<file path="src/rtl/pipeline_hazard_controller.sv">
// pipeline_hazard_controller: load-use stall, branch flush and memory freeze sequencing for a 5-stage pipeline
module pipeline_hazard_controller #(
  parameter int REG_ADDR_LEN = 3,
  parameter int FLUSH_CYCLES = 1,
  parameter int CNT_WIDTH    = 16
) (
  input  logic                    clk,
  input  logic                    rst,
  input  logic [REG_ADDR_LEN-1:0] id_rs1,
  input  logic [REG_ADDR_LEN-1:0] id_rs2,
  input  logic                    id_uses_rs1,
  input  logic                    id_uses_rs2,
  input  logic                    ex_mem_read,
  input  logic [REG_ADDR_LEN-1:0] ex_rd,
  input  logic                    branch_taken,
  input  logic                    mem_busy,
  output logic                    pc_write_en,
  output logic                    if_id_write_en,
  output logic                    if_id_flush,
  output logic                    id_ex_bubble,
  output logic                    ex_mem_write_en,
  output logic [CNT_WIDTH-1:0]    stall_cycles,
  output logic [CNT_WIDTH-1:0]    flush_events
);
  typedef enum logic [1:0] {RUN, FLUSH, FREEZE} state_t;
  localparam int FW = $clog2(FLUSH_CYCLES + 1);
  localparam logic [FW-1:0] FLUSH_INIT = FW'(FLUSH_CYCLES - 1);
  state_t state_q, state_d, saved_q, saved_d, eff;
  logic [FW-1:0] cnt_q, cnt_d;
  logic [CNT_WIDTH-1:0] stall_q, stall_d, fev_q, fev_d;
  logic load_use, accept;
  assign load_use = ex_mem_read && (ex_rd != '0) &&
                    ((id_uses_rs1 && ex_rd == id_rs1) || (id_uses_rs2 && ex_rd == id_rs2));
  assign stall_cycles = stall_q;
  assign flush_events = fev_q;
  always_comb begin
    eff = (state_q == FREEZE) ? saved_q : state_q;
    state_d = RUN;
    saved_d = saved_q;
    cnt_d = cnt_q;
    accept = 1'b0;
    pc_write_en = 1'b1;
    if_id_write_en = 1'b1;
    if_id_flush = 1'b0;
    id_ex_bubble = 1'b0;
    ex_mem_write_en = 1'b1;
    if (rst) begin
      pc_write_en = 1'b0;
      if_id_write_en = 1'b0;
      if_id_flush = 1'b1;
      id_ex_bubble = 1'b1;
      ex_mem_write_en = 1'b0;
    end else if (mem_busy) begin
      pc_write_en = 1'b0;
      if_id_write_en = 1'b0;
      ex_mem_write_en = 1'b0;
      state_d = FREEZE;
      saved_d = eff;
    end else if (branch_taken) begin
      if_id_flush = 1'b1;
      id_ex_bubble = 1'b1;
      accept = 1'b1;
      state_d = (FLUSH_CYCLES > 1) ? FLUSH : RUN;
      cnt_d = FLUSH_INIT;
    end else if (eff == FLUSH) begin
      if_id_flush = 1'b1;
      cnt_d = cnt_q - FW'(1);
      state_d = (cnt_q == FW'(1)) ? RUN : FLUSH;
    end else if (load_use) begin
      pc_write_en = 1'b0;
      if_id_write_en = 1'b0;
      id_ex_bubble = 1'b1;
    end
    stall_d = (!pc_write_en && stall_q != '1) ? stall_q + CNT_WIDTH'(1) : stall_q;
    fev_d = (accept && fev_q != '1) ? fev_q + CNT_WIDTH'(1) : fev_q;
  end
  always_ff @(posedge clk) begin
    if (rst) begin
      state_q <= RUN;
      saved_q <= RUN;
      cnt_q <= '0;
      stall_q <= '0;
      fev_q <= '0;
    end else begin
      state_q <= state_d;
      saved_q <= saved_d;
      cnt_q <= cnt_d;
      stall_q <= stall_d;
      fev_q <= fev_d;
    end
  end
endmodule

</file>
<file path="config.mk">
export PLATFORM = sky130hd
export DESIGN_NAME = pipeline_hazard_controller
export DESIGN_NICKNAME = d
export VERILOG_FILES = /design/src/rtl/pipeline_hazard_controller.sv
export SDC_FILE = /design/constraint.sdc
export NUM_CORES = 1
export LEC_CHECK = 0
export ABC_AREA = 1
export CORE_UTILIZATION = 25
export CTS_CLUSTER_DIAMETER = 100
export DETAILED_ROUTE_END_ITERATION = 10
export GPL_ROUTABILITY_DRIVEN = 1
export SETUP_SLACK_MARGIN = 0.5
export SKIP_LAST_GASP = 1
export SYNTH_ARGS = -nofsm -noshare
export SYNTH_HDL_FRONTEND = slang
export SYNTH_SLANG_ARGS = --single-unit
</file>
<file path="constraint.sdc">
create_clock -name clk -period 5.55 [get_ports clk]
set_input_delay 1.3875 -clock clk [delete_from_list [all_inputs] [get_ports clk]]
set_output_delay 1.3875 -clock clk [all_outputs]
set_load 0.02 [all_outputs]
</file>
# Word level (Yosys, flattened, before mapping)
# Index checks and enable logic that the tools add are counted.
totals:
  romBits: 0
  in_bits: 16
  elab_cells: 55
  out_inout_bits: 37
  n_memories: 0
  latch_bits: 0
  mem_bits_rw: 0
  ff_bits: 37
classes:
  n_shift: 0
  div: 0
  n_lt_le_gt_ge: 0
  n_bitwise: 2
  multipliers: 0
  n_eq_ne: 6
  n_addsub: 3
  n_mux: 26
  reduce_logical: 12
ops:
  columns: ["cell", "n"]
  rows:
  - ["$add 16x1->16 const B", 2]
  - ["$ne 16x16->1 const B", 2]
  - ["$mux 1", 24]
  - ["$eq 3x3->1", 2]
  - ["$logic_and 1x1->1", 6]
  - ["$mux 2", 2]
  - ["$reduce_or 4->1", 1]
  - ["$reduce_bool 3->1", 1]
  - ["$eq 2x1->1 const B", 1]
  - ["$eq 2x2->1 const B", 1]
  - ["$not 1->1", 2]
  - ["$reduce_and 2->1", 1]
  - ["$reduce_bool 2->1", 1]
  - ["$logic_not 1->1", 1]
  - ["$logic_or 1x1->1", 1]
  - ["$sub 1x1->1 const B", 1]

# Depth between registers and ports, before layout
depth:
  word_depth: 11
  ltp_mapped: 12
  ltp_nobuf: 12

# Worst setup path before layout
# OpenSTA, ideal clock, no wires.
synth_timing:
  kind: "in2out"
  from: "input port mem_busy"
  to: "output port pc_write_en"
  required_time_ns: 4.163
  arrival_time_ns: 2.646
  setup_slack_ns: 1.517
  path_buffers: 2
  path_stages: 7
  cell_sequence: "nor2_4 -> inv_1 -> nor2_1 -> clkinv_1 -> clkbuf_1 -> nand2_1 -> buf_4"
synth_between:
  elab_chain_cells: 2
synth_lines:
  columns: ["element", "line", "rtl"]
  rows:
  - ["start: declaration", "16", "input logic mem_busy,"]
  - ["$mux 1 (2 in series)", null, null]
  - ["end: declaration", "17", "output logic pc_write_en,"]
# Every way passes these cells.

# Final worst setup path
layout_timing:
  from: "input port rst"
  to: "output port id_ex_bubble"
layout_between:
  elab_chain_cells: 1
layout_lines:
  columns: ["element", "line", "rtl"]
  rows:
  - ["start: declaration", "8", "input logic rst,"]
  - ["$mux 1", "47", "if (rst) begin"]
  - ["end: declaration", "20", "output logic id_ex_bubble,"]
# Every way passes these cells.

==> out/metrics.cfg <==
[logic_synthesis]
postSynthCellCount = 339
synth_fp_nets = 357
synth_flop_cell = dfxtp_1
syn_area_um2 = 2250
synthArstFlopShare_pct = 0
synth-edff-count = 0
ys_types = 36
avgSynthCellArea_um2 = 6.63
yosys_register_bits = 37
yosysWarnings = 0
ys_seq_area_share_pct = 32.9

[cells_and_area]
fill_cells = 942
post_route_cells_drive_above_1_share_pct = 6.92
multiInputGateArea_um2 = 1300
fin_cells = 498
final_common_cell = nand2_1
stdcell_area_um2 = 2960
nets = 407
seqCellArea_um2 = 741
areaGrowthSynthToFinish_pct = 31.8
antenna_cells = 0
final_cell_mix = nand2_1, clkdlybuf4s50_1, nor2_1, dfxtp_1, inv_1

[min_path]
hold-path-endpoint = state_q[0]$_SDFF_PP0_
min_path_cells = 1
min_from = cnt_q$_SDFFE_PP0P_
min_path_type = register to register

[routing]
wl_per_cell_um = 11.5
drc = 0
drt-initial-drc-count = 68
first_pass_iters = 4
viasPerCell = 4.66
via_count = 2321
ant_nets = 0
postRouteWirelength_um = 5730

[worst_setup_path]
cp-start-kind = input port
reg2reg_slack_ns = 3.31
timing.rr.end = flush_events[0]$_SDFFE_PP0P_
crit_arrival_ns = 3.39
cp_max_fo = 28
r2r_cells = 8
cp.required_ns = 4.16
reg2reg_from = flush_events[0]$_SDFFE_PP0P_
end_kind = output pin
critical_path_class = input port to output pin

[sta]
slew_headroom_pct = 61.0
setup_viol = 0
tightest_slew_ns = 0.584
hold_viol = 0
slew_violations = 0
skew_ns = 0.00667
clock.fmax_mhz = 209
fin_worst_hold_slack_ns = 0.430
period_minus_slack_ns = 4.78
period_share_pct = 86.1
final.setup.tns_ns = 0
rsz0062_at_grt = false

[power]
power.leakage_nw = 1.07
p_int_mw = 0.443
p_per_area_nw_per_um2 = 197
pwr-share-comb_pct = 11.3
switching_share_pct = 24.3
ir_worst_vdd_mv = 0.0865
seqPwrFrac_pct = 46.5
p_sw_mw = 0.142
pwr-share-clk_pct = 42.2
power_mw = 0.585

[floorplan]
start_util_pct = 25.8
dieWidth_um = 96.8
io_pins = 53
core-area_um2 = 8720
dieArea_um2 = 9380
num_rows = 34
die_y_um = 96.8

[placement]
dpl_cell_area_um2 = 2850
place_inst = 490
dpl.hpwl_um = 4060
portBuffers = 52
place.gp.congestion = 0.780

[grt]
grt_pass1_wl_um = 9750
grt-ovfl-total = 0
grt_pass1_vias = 2168
grt_usage_pct = 12.4
antenna_found_initial = 0
grt_max_degree = 29

[clock_network]
cts_tree = built
cts-root-buf = clkbuf_8
clock_path_buffers = 2
cts_buffers = 5
post-cts-setup-buffers = 0
cts.sinks = 37
clk_pin_slew_ns = 0.08
cts_resized = 0
cts_max_level = 2
clk_latency_ns = 0.29
cts_hold_buf = 0

[outcome]
run_status = completed

[job]
drv_cap = 0

through the flow:
step | utilization [%] | setup slack [ns]
floorplan | - | 1.52
global placement | 32.6 | 0.784
detailed placement | 32.6 | 0.770
CTS | 34.0 | 0.759
global route | 34.0 | 0.607
finish | 34.0 | 0.771
worst max path at each step:
stage	startpoint	endpoint	slack (ns)	cells after the start
after floorplan	mem_busy	pc_write_en	1.52	7
after global placement	rst	id_ex_bubble	0.78	5
after detailed placement	rst	id_ex_bubble	0.77	5
after CTS	rst	id_ex_bubble	0.76	5
after global routing	rst	id_ex_bubble	0.61	5
final	rst	id_ex_bubble	0.77	5
power by group through the flow:
stage / Clock, mW / Sequential, mW / Combinational [mW]
after global placement: 0 / 0.278 / 0.0661
after CTS: 0.255 / 0.272 / 0.0665
after global routing: 0.266 / 0.273 / 0.0723
final: 0.247 / 0.272 / 0.0658
after floorplan: 0 / 0.281 / 0.0359
after detailed placement: 0 / 0.278 / 0.0660
registers in the layout (all words and copies together) (netlist names):
register      flops
saved_q           2
cnt_q             1
flush_events     16
state_q           2
stall_cycles     16
worst max-delay path: stages:
cell and delay, ns:
clkdlybuf4s50_1 0.53, buf_4 0.34, inv_1 0.25, a31oi_1 0.22
clkdlybuf4s50_1 0.65
metal layers:
layer	global-route usage (%)	wire length [µm]	part of all wire, %	vias up
li1	-	-	-	1205
met1	15.6	2720	47	1047
met2	20.7	2620	46	62
met5	0	0	0	-
met4	4.25	78	1.4	0
met3	2.89	310	5.4	7
cell type report:
cell class,instances,share of cell area (%)
inverter,35,4.43
clock buffer,7,2.91
clock inverter,1,1.01
timing repair buffer,54,18.1
multi-input combinational,256,44.0
sequential,37,25.0
tap,108,4.56
cells in the mapped netlist, drive strengths merged (2+ instances only):
cell / n / area [µm²]
nand2: 107 / 412
nor2: 40 / 168
dfxtp: 37 / 741
inv: 33 / 124
a21oi: 27 / 146
nand4: 22 / 138
nand3: 19 / 125
xor2: 10 / 87.6
o21ai: 9 / 48.8
nor3: 8 / 56.3
clkbuf: 6 / 22.5
buf: 5 / 50.0
xnor2: 5 / 43.8
clkinv: 2 / 7.51
ha: 2 / 25.0
kinds of logic (layout without fill, tap and decap cells):
logic type,after synthesis,in the layout,synth area share [%]
fa+ha+maj,2,2,1.11
buf+inv,46,97,9.07
flops,37,37,32.9
simple gates,197,197,40.3
xor+xnor,15,15,5.84
compound gates,42,42,10.7
(Power assumes the default switching activity.)
